--- src/rtl/if_fetch_unit_if.sv ---
// I-cache read bus between the fetch unit (master) and the instruction cache (slave).
//   inst_read  : read request, held with a constant inst_addr until inst_resp
//   inst_addr  : read address
//   inst_resp  : one-cycle response pulse, inst_rdata valid in the same cycle
//   inst_rdata : instruction word
interface if_fetch_unit_if #(
  parameter int width = 32
);
  logic             inst_read;
  logic [width-1:0] inst_addr;
  logic             inst_resp;
  logic [width-1:0] inst_rdata;

  modport master (
    output inst_read,
    output inst_addr,
    input  inst_resp,
    input  inst_rdata
  );

  modport slave (
    input  inst_read,
    input  inst_addr,
    output inst_resp,
    output inst_rdata
  );
endinterface

--- src/rtl/if_fetch_unit.sv ---
// Instruction-fetch stage. Owns the PC, runs the I-cache read handshake and
// produces the IF/ID register inputs. One fetched instruction can be parked
// while IF/ID stalls, and EX redirects are honoured even with a read in flight.
//
// Ports:
//   clk, rst     : clock, synchronous active-high reset
//   icache       : I-cache read bus (master side)
//   stall_in     : IF/ID cannot accept this cycle
//   redirect     : taken branch/jump from EX, target in redirect_pc
//   load_if_id   : IF/ID load strobe
//   pc_out       : PC of the presented instruction
//   pcmux_out    : next PC selected this cycle
//   instr_out    : presented instruction word
//   valid_out    : presented instruction is real (0 = bubble)
//
// state | meaning
// IDLE  | first cycle after reset, no read issued
// WAIT  | read outstanding at pc
// HOLD  | IF/ID stalled, fetched instruction parked in buffer/bpc
module if_fetch_unit #(
  parameter int               width     = 32,
  parameter logic [width-1:0] RESET_PC  = 32'h00000060,
  parameter logic [width-1:0] NOP_INSTR = 32'h00000013
) (
  input  logic             clk,
  input  logic             rst,
  if_fetch_unit_if.master  icache,
  input  logic             stall_in,
  input  logic             redirect,
  input  logic [width-1:0] redirect_pc,
  output logic             load_if_id,
  output logic [width-1:0] pc_out,
  output logic [width-1:0] pcmux_out,
  output logic [width-1:0] instr_out,
  output logic             valid_out
);

  localparam logic [1:0] IDLE = 2'd0;
  localparam logic [1:0] WAIT = 2'd1;
  localparam logic [1:0] HOLD = 2'd2;

  logic [1:0]       state;
  logic [width-1:0] pc;
  logic [width-1:0] tgt;
  logic [width-1:0] bpc;
  logic [width-1:0] buffer;
  logic             kill;

  logic [width-1:0] pc_inc;
  logic [width-1:0] bpc_inc;
  logic             pending;

  assign pc_inc  = pc + width'(4);
  assign bpc_inc = bpc + width'(4);

  // A read is still outstanding only if we are waiting and it did not return now;
  // a redirect then has to be deferred through kill/tgt so inst_addr stays put.
  assign pending = (state == WAIT) && !icache.inst_resp;

  assign icache.inst_read = (state == WAIT);
  assign icache.inst_addr = pc;

  always_comb begin
    load_if_id = 1'b0;
    pc_out     = pc;
    pcmux_out  = pc;
    instr_out  = NOP_INSTR;
    valid_out  = 1'b0;
    if (redirect) begin
      // flush bubble; any response this cycle is dropped
      pcmux_out  = redirect_pc;
      load_if_id = !stall_in;
    end else begin
      case (state)
        WAIT: begin
          if (icache.inst_resp) begin
            if (kill) begin
              pcmux_out = tgt;
            end else begin
              pcmux_out = pc_inc;
              if (!stall_in) begin
                load_if_id = 1'b1;
                instr_out  = icache.inst_rdata;
                valid_out  = 1'b1;
              end
            end
          end
        end
        HOLD: begin
          pc_out     = bpc;
          instr_out  = buffer;
          valid_out  = 1'b1;
          pcmux_out  = bpc_inc;
          load_if_id = !stall_in;
        end
        default: ;
      endcase
    end
  end

  always_ff @(posedge clk) begin
    if (rst) begin
      state  <= IDLE;
      pc     <= RESET_PC;
      kill   <= 1'b0;
      tgt    <= RESET_PC;
      bpc    <= RESET_PC;
      buffer <= NOP_INSTR;
    end else if (redirect) begin
      buffer <= NOP_INSTR;
      if (pending) begin
        kill <= 1'b1;
        tgt  <= redirect_pc;
      end else begin
        pc    <= redirect_pc;
        kill  <= 1'b0;
        state <= WAIT;
      end
    end else begin
      case (state)
        IDLE: state <= WAIT;
        WAIT: begin
          if (icache.inst_resp) begin
            if (kill) begin
              pc   <= tgt;
              kill <= 1'b0;
            end else if (stall_in) begin
              buffer <= icache.inst_rdata;
              bpc    <= pc;
              pc     <= pc_inc;
              state  <= HOLD;
            end else begin
              pc <= pc_inc;
            end
          end
        end
        HOLD: begin
          if (!stall_in) state <= WAIT;
        end
        default: state <= IDLE;
      endcase
    end
  end

endmodule

--- src/flat_wrapper.sv ---
// flat-port wrapper written by rule: the top's interface ports become plain ports
module if_fetch_unit_flat 
#(
  parameter int               width     = 32,
  parameter logic [width-1:0] RESET_PC  = 32'h00000060,
  parameter logic [width-1:0] NOP_INSTR = 32'h00000013
)
  (clk, rst, stall_in, redirect, redirect_pc, load_if_id, pc_out, pcmux_out, instr_out, valid_out, icache_inst_read, icache_inst_addr, icache_inst_resp, icache_inst_rdata);
  if_fetch_unit_if #(.width(width)) icache_i ();
  input  logic clk;
  input  logic rst;
  input  logic stall_in;
  input  logic redirect;
  input  logic [width-1:0] redirect_pc;
  output logic load_if_id;
  output logic [width-1:0] pc_out;
  output logic [width-1:0] pcmux_out;
  output logic [width-1:0] instr_out;
  output logic valid_out;
  output wire logic [$bits(icache_i.inst_read)-1:0] icache_inst_read;
  output wire logic [$bits(icache_i.inst_addr)-1:0] icache_inst_addr;
  input wire logic [$bits(icache_i.inst_resp)-1:0] icache_inst_resp;
  input wire logic [$bits(icache_i.inst_rdata)-1:0] icache_inst_rdata;
  assign icache_inst_read = icache_i.inst_read;
  assign icache_inst_addr = icache_i.inst_addr;
  assign icache_i.inst_resp = icache_inst_resp;
  assign icache_i.inst_rdata = icache_inst_rdata;
  if_fetch_unit #(.width(width), .RESET_PC(RESET_PC), .NOP_INSTR(NOP_INSTR)) u_core (.clk(clk), .rst(rst), .icache(icache_i), .stall_in(stall_in), .redirect(redirect), .redirect_pc(redirect_pc), .load_if_id(load_if_id), .pc_out(pc_out), .pcmux_out(pcmux_out), .instr_out(instr_out), .valid_out(valid_out));
endmodule
--- config.mk ---
export PLATFORM = sky130hd
export DESIGN_NAME = if_fetch_unit_flat
export DESIGN_NICKNAME = d
export VERILOG_FILES = /design/src/rtl/if_fetch_unit_if.sv /design/src/rtl/if_fetch_unit.sv /design/src/flat_wrapper.sv
export SDC_FILE = /design/constraint.sdc
export NUM_CORES = 1
export LEC_CHECK = 0
export ABC_CLOCK_PERIOD_IN_PS = 1830
export CAP_MARGIN = 20
export CORE_MARGIN = 1.5
export CORE_UTILIZATION = 59
export DETAILED_ROUTE_END_ITERATION = 7
export DONT_BUFFER_PORTS = 1
export PLACE_DENSITY = 0.78
export SLEW_MARGIN = 20
export SYNTH_ARGS = -nofsm -noshare
export SYNTH_HDL_FRONTEND = slang
export SYNTH_SLANG_ARGS = --single-unit
export TNS_END_PERCENT = 20
--- constraint.sdc ---
create_clock -name clk -period 1.83 [get_ports clk]
set_input_delay 0.0915 -clock clk [delete_from_list [all_inputs] [get_ports clk]]
set_output_delay 0.0915 -clock clk [all_outputs]
set_load 0.02 [all_outputs]
==> results.md, run 1 <==
| Quantity | This run | Unit |
|---|---|---|
| Result of the run | aborted with a tool error | - |
| Halt Stage | global routing | - |
| Error message | [ERROR GRT-0232] Routing congestion too high. Check the congestion heatmap in the GUI. | - |
| Starting utilization of the core area | 0.609 | - |
| Worst-path endpoint category | output port | - |
| RD Place Congestion | 1.00 | - |
| Compound-cell area share of the yosys netlist | 0.269 | - |
| CTS Root Buffer Type | sky130_fd_sc_hd__clkbuf_16 | - |
| Number of library cell types mapped by synthesis | 71 | - |
| Top FF cell, synth | sky130_fd_sc_hd__dfxtp_1 | - |
| Global routing usage summed across all routing layers | 0.798 | - |
| Number of top-level pins | 200 | - |
| Buffer levels on the longest clock path | 2 | - |
| Synthesized flop and latch total | 131 | - |
| Sum of net half-perimeters after detailed placement | 25,000 | um |
| Average cell area after synthesis | 6.93 | sq um |
| YS warnings | 0 | - |
| Global route overflow | 65 | - |
| Horizontal die dimension | 126 | um |
| Chip height | 126 | um |
| Crit. endpoint post-GRT repair | pcmux_out[27] | - |
| Adder and majority cell fraction of the synthesized area | 0.00841 | - |
| Area share of xor/xnor cells in the synthesized design | 0.0118 | - |
| Number of buffers created by CTS | 17 | - |
| Combinational family with the most area after synthesis | simple AND/OR/NAND/NOR gates | - |
| Multiplexer fraction of the synthesized cell area | 0.0433 | - |
| Post-synthesis simple-gate area fraction | 0.300 | - |
| Largest net degree at the start of global routing | 82 | - |
| Number of standard cells after synthesis | 1,287 | - |
| Number of H-tree levels | 4 | - |
| Number of I/O port buffers | 0 | - |
| Sequential element share of the synthesized area | 0.294 | - |
| Netlist area before placement | 8920 | sq um |
| Net Count, Synth | 1,362 | - |
| Count of clock tree sinks | 131 | - |
| Number of placement rows | 44 | - |
| Post-synth EDFFs | 0 | - |
| Standard cell area after detailed placement | 10,900 | sq um |
| Proportion of synthesized flip-flops having asynchronous set or reset | 0 | - |
cell usage after synthesis, types with 4 or more instances:
cell / number / area share
sky130_fd_sc_hd__a211oi_1: 4 / 0.0034
sky130_fd_sc_hd__a21oi_1: 136 / 0.076
sky130_fd_sc_hd__a221oi_1: 13 / 0.013
sky130_fd_sc_hd__a22oi_1: 34 / 0.029
sky130_fd_sc_hd__a311oi_1: 7 / 0.0069
sky130_fd_sc_hd__a31oi_1: 30 / 0.021
sky130_fd_sc_hd__and2_1: 8 / 0.0056
sky130_fd_sc_hd__and3_1: 11 / 0.0077
sky130_fd_sc_hd__and4_1: 16 / 0.016
sky130_fd_sc_hd__buf_1: 5 / 0.0021
sky130_fd_sc_hd__buf_2: 33 / 0.019
sky130_fd_sc_hd__buf_4: 5 / 0.0042
sky130_fd_sc_hd__clkbuf_1: 91 / 0.038
sky130_fd_sc_hd__dfxtp_1: 131 / 0.29
sky130_fd_sc_hd__ha_1: 6 / 0.0084
sky130_fd_sc_hd__inv_1: 22 / 0.0093
sky130_fd_sc_hd__mux2_2: 29 / 0.037
sky130_fd_sc_hd__mux2i_1: 6 / 0.0067
sky130_fd_sc_hd__nand2_1: 281 / 0.12
sky130_fd_sc_hd__nand2b_1: 20 / 0.014
sky130_fd_sc_hd__nand3_1: 38 / 0.021
sky130_fd_sc_hd__nand4_1: 21 / 0.015
sky130_fd_sc_hd__nor2_1: 79 / 0.033
sky130_fd_sc_hd__nor2b_1: 7 / 0.0049
sky130_fd_sc_hd__nor3_1: 25 / 0.014
sky130_fd_sc_hd__nor4_1: 16 / 0.011
sky130_fd_sc_hd__o211ai_1: 6 / 0.0050
sky130_fd_sc_hd__o21ai_0: 81 / 0.045
sky130_fd_sc_hd__o22ai_1: 21 / 0.015
sky130_fd_sc_hd__o311a_1: 5 / 0.0056
sky130_fd_sc_hd__o31ai_1: 21 / 0.018
sky130_fd_sc_hd__xnor2_1: 7 / 0.0069
sky130_fd_sc_hd__xor2_1: 5 / 0.0049
through the flow:
| stage | hold WS, ns | setup WS [ns] | utilization | cells |
|---|---|---|---|---|
| after CTS | 0.00100 | -0.538 | 0.866 | 1681 |
| after detailed placement | 0.165 | -0.151 | 0.744 | 1573 |
| after global placement | 0.164 | -0.120 | 0.744 | 1573 |
| after floorplan | 0.215 | -0.132 | - | 1287 |
cells by family after synthesis:
family / after synthesis
compound gates: 390
simple gates: 556
flops: 131
xor+xnor: 12
fa+ha+maj: 6
mux: 35
buf+inv: 157
layer usage:
layer	overflow	global-route usage
met5	0	0.334
met4	31	0.784
met3	3	0.650
met2	30	0.949
met1	1	0.812
what timing repair did:
action                     in CTS
hold buffers                   68
setup buffers                  12
setup endpoints to repair     103
hold endpoints to repair      127
pin swaps                      41
gates resized for setup       117
==> inputs of run 2 (changes only) <==
--- a/config.mk
+++ b/config.mk
@@ -5,13 +5,13 @@
 export SDC_FILE = /design/constraint.sdc
 export NUM_CORES = 1
 export LEC_CHECK = 0
-export ABC_CLOCK_PERIOD_IN_PS = 1830
+export ABC_CLOCK_PERIOD_IN_PS = 2400
 export CAP_MARGIN = 20
 export CORE_MARGIN = 1.5
-export CORE_UTILIZATION = 59
+export CORE_UTILIZATION = 40
 export DETAILED_ROUTE_END_ITERATION = 7
 export DONT_BUFFER_PORTS = 1
-export PLACE_DENSITY = 0.78
+export PLACE_DENSITY_LB_ADDON = 0.15
 export SLEW_MARGIN = 20
 export SYNTH_ARGS = -nofsm -noshare
 export SYNTH_HDL_FRONTEND = slang
==> constraint.sdc (replaced) <==
create_clock -name clk -period 2.4 [get_ports clk]
set_input_delay 0.12 -clock clk [delete_from_list [all_inputs] [get_ports clk]]
set_output_delay 0.12 -clock clk [all_outputs]
set_load 0.02 [all_outputs]
==> run 2 against run 1 <==
Area after synthesis unchanged. The flow now finishes, with violations (setup timing). Synthesized cell count unchanged.
==> results.md, run 2 <==
| Quantity | This run | Unit | Delta |
|---|---|---|---|
| Result of the run | finished, violations left | - |  |
| Violations in the final reports | setup timing | - |  |
| Final-report setup violation count | 38 | - |  |
| TritonRoute pass-1 iters | 5 | - |  |
| Wire length of the first global-routing pass | 61,200 | um |  |
| Netlist area before placement | 8920 | sq um | unchanged |
| Global route overflow | 0 | - |  |
| Final period util | 1.04 | - |  |
| Antenna Cells | 0 | - |  |
| Number of buffers created by CTS | 17 | - | unchanged |
| Number of I/O port buffers | 0 | - | unchanged |
| Worst ir drop on vdd | 0.396 | mV |  |
| Worst EP arrival | 2.37 | ns |  |
| Beginning of the worst hold path | redirect_pc[10] | - |  |
| Adder and majority cell fraction of the synthesized area | 0.00841 | - | unchanged |
| Post-Layout Inst Area | 12,500 | sq um |  |
| Final standard cell utilization of the core | 0.574 | - |  |
| Net Count, Synth | 1,362 | - | unchanged |
| Compound-cell area share of the yosys netlist | 0.269 | - | unchanged |
| Number of H-tree levels | 4 | - | unchanged |
| Number of top-level pins | 200 | - | unchanged |
| Share of post-route cells with drive strength above 1 | 0.284 | - |  |
| Global routing usage summed across all routing layers | 0.339 | - |  |
| DIE AREA | 23,200 | sq um |  |
| Endpoint required time on the critical path | 2.28 | ns |  |
| RD Place Congestion | 0.904 | - | -9.9% |
| Standard cell area after detailed placement | 10,200 | sq um | -6.3% |
| Post-synthesis simple-gate area fraction | 0.300 | - | unchanged |
| Flop2flop setup slack | 0.17 | ns |  |
| Total Wirelength | 40,800 | um |  |
| Post-synth EDFFs | 0 | - | unchanged |
| Buffer levels on the longest clock path | 2 | - | unchanged |
| Antenna violations before repair | 0 | - |  |
| Chip height | 152 | um | +21% |
| Leakage | 4.63 | nW |  |
| Multiplexer fraction of the synthesized cell area | 0.0433 | - | unchanged |
| CTS Root Buffer Type | sky130_fd_sc_hd__clkbuf_16 | - |  |
| Critical path class | reg -> out | - |  |
| Slowest library cell on the worst path | sky130_fd_sc_hd__mux2_2 | - |  |
| Clock transition at the registers of the reported paths | 0.07 | ns |  |
| Worst path cell trace | inv_1, ha_2, inv_1, nor2_4, buf_4, mux2_2 | - |  |
| Endpoints failing hold | 0 | - |  |
| Clock tree from TritonCTS | built | - |  |
| Number of cells traversed by the worst register-to-register path | 9 | - |  |
| Area of the core | 21,800 | sq um |  |
| Area added between synthesis and finish | 40.4 | % |  |
| Number of global-route vias before repair | 10.2k | - |  |
| Fin Clk Skew | 0.0102 | ns |  |
| Worst-Skew Late Latency | 0.44 | ns |  |
| Ratio of routed vias to standard cells | 6.25 | - |  |
| Max Fclk | 0.402 | GHz |  |
| Average cell area after synthesis | 6.93 | sq um | unchanged |
| Number of maximum-capacitance constraint violations | 0 | - |  |
| DRC violation total after the first TritonRoute iteration | 1,216 | - |  |
| Total power per unit cell area | 575 | nW/um^2 |  |
| Count of clock tree sinks | 131 | - | unchanged |
| Crit-path max FO | 17 | - |  |
| Min Tclk post-route | 2.49 | ns |  |
| Library cell with the largest summed area after synthesis | sky130_fd_sc_hd__dfxtp_1 | - |  |
| Average wire per standard cell | 23.2 | um |  |
| Number of placement rows | 54 | - | +23% |
| Startpoint type of the worst setup path | register | - |  |
| Worst setup EP type | primary output | - |  |
| Critical register-to-register path startpoint | u_core.state[1] | - |  |
| R2R Path End | u_core.icache.inst_addr[24] | - |  |
| Number of vias in the routed layout | 11.0k | - |  |
| Sum of net half-perimeters after detailed placement | 25,900 | um | +3.9% |
| RSZ-0062 raised after global routing | yes | - |  |
| Commonest non-fill, non-tap cell in the layout | sky130_fd_sc_hd__nand2_1 | - |  |
| Most common cell type on the critical path | sky130_fd_sc_hd__inv_1 | - |  |
| Worst hold path cell count | 3 | - |  |
| Worst slew margin relative to its limit | 0.562 | - |  |
| Largest net degree at the start of global routing | 80 | - |  |
| Number of library cell types mapped by synthesis | 71 | - | unchanged |
| Sequential element share of the synthesized area | 0.294 | - | unchanged |
| Share of Yosys cell area claimed by the top area cell type | 0.294 | - | unchanged |
| Worst Setup Slack, final | -0.0856 | ns |  |
| Min-Delay Path Class | in -> reg | - |  |
| Slew Viols, Final | 0 | - |  |
| Number of remaining DRC errors | 0 | - |  |
| Cell types occupying the most area after synthesis | sky130_fd_sc_hd__dfxtp_1 29%, sky130_fd_sc_hd__nand2_1 12%, sky130_fd_sc_hd__a21oi_1 7.6% | - |  |
| Proportion of synthesized flip-flops having asynchronous set or reset | 0 | - | unchanged |
| Top FF cell, synth | sky130_fd_sc_hd__dfxtp_1 | - |  |
| Post-route ant nets | 0 | - |  |
| YS warnings | 0 | - | unchanged |
| Combinational family with the most area after synthesis | simple AND/OR/NAND/NOR gates | - |  |
| Number of standard cells after synthesis | 1,287 | - | unchanged |
| Area share of xor/xnor cells in the synthesized design | 0.0118 | - | unchanged |
| Endpoint with the worst hold slack | u_core.icache.inst_addr[10] | - |  |
| Most used cells in the layout excluding fill and tap cells | 276 x sky130_fd_sc_hd__nand2_1, 194 x sky130_fd_sc_hd__buf_4, 133 x sky130_fd_sc_hd__a21oi_1, 91 x sky130_fd_sc_hd__dfxtp_1, 77 x sky130_fd_sc_hd__nor2_1 | - |  |
| Horizontal die dimension | 152 | um | +21% |
| Fin Setup TNS | -1.35 | ns |  |
| Slowest stage delay, CP | 0.47 | ns |  |
| Worst-Margin Slew | 0.653 | ns |  |
| Cell types with the highest counts after synthesis | 281 x sky130_fd_sc_hd__nand2_1, 136 x sky130_fd_sc_hd__a21oi_1, 131 x sky130_fd_sc_hd__dfxtp_1 | - |  |
| Starting utilization of the core area | 0.409 | - | -0.200 |
| Layout net count | 1,540 | - |  |
| Synthesized flop and latch total | 131 | - | unchanged |
| Most common cell in the synthesized netlist | sky130_fd_sc_hd__nand2_1 | - |  |
run 2: where the power goes:
part           internal, W  total, W  switching, W
Combinational     0.000793   0.00207       0.00128
Sequential         0.00226   0.00239      0.000122
Clock              0.00156   0.00274       0.00119
Total              0.00462   0.00720       0.00259
run 2: how the worst max path moves through the flow:
| stage | startpoint | to | slack [ns] | cells after the start |
|---|---|---|---|---|
| 2_1_floorplan | u_core.bpc[2] | pcmux_out[30] | 0.1 | 7 |
| 3_5_place_dp | u_core.bpc[18] | pcmux_out[30] | 0.09 | 6 |
| 5_1_grt | u_core.icache.inst_addr[2] | pcmux_out[22] | -0.14 | 8 |
| 3_3_place_gp | u_core.bpc[6] | pcmux_out[31] | 0.11 | 6 |
| 4_1_cts | u_core.icache.inst_addr[11] | pcmux_out[28] | -0.06 | 8 |
| 6_report | u_core.state[0] | pc_out[10] | -0.09 | 6 |
run 2: critical path: cells and delay by family (launching register included):
| family | cells | cell delay, ns |
|---|---|---|
| buffers and inverters | 3 | 0.66 |
| muxes | 1 | 0.47 |
| DFF | 1 | 0.33 |
| adders and majority gates | 1 | 0.25 |
| and+or+nand+nor | 1 | 0.19 |
run 2: layer usage:
layer	vias up	share of wire	global-route usage	wire, um
met5	-	0	0	0
met4	0	0.033	0.133	1350
met3	96	0.10	0.0873	4240
met2	646	0.45	0.529	18500
met1	5264	0.41	0.447	16800
li1	4988	-	-	-
run 2: kinds of logic (layout without fill, tap and decap cells):
family          Yosys count  after routing
xor+xnor                 12             12
simple gates            556            556
mux                      35             35
flops                   131            131
fa+ha+maj                 6              6
compound gates          390            390
buf+inv                 157            348
run 2: layout make-up:
type,instances,area [sq um]
flip-flops and latches,131,2710
well taps,280,350
inverters,22,82.6
clock buffers,17,425
clock inverters,15,166
fillers,2059,9290
repair buffers,294,2570
multi-input cells,999,6220
run 2: stage by stage:
| stage | hold slack [ns] | total power (W) | worst slack [ns] | cells |
|---|---|---|---|---|
| floorplan | 0.244 | 0.00352 | 0.0952 | 1287 |
| global placement | 0.204 | 0.00414 | 0.108 | 1623 |
| detailed placement | 0.207 | 0.00415 | 0.0904 | 1623 |
| CTS | 0.00684 | 0.00713 | -0.0592 | 1750 |
| global route | 0.0149 | 0.00744 | -0.143 | 1758 |
| finish | 0.0114 | 0.00720 | -0.0856 | 1758 |
run 2: repair_timing:
item | CTS | global route
hold endpoints to repair | 124 | 0
cloned | 5 | 0
setup buffers | 21 | 8
pin swaps | 32 | 35
gates resized for setup | 145 | 47
hold buffers | 69 | 0
setup endpoints to repair | 62 | 57
(Power assumes the default switching activity.)
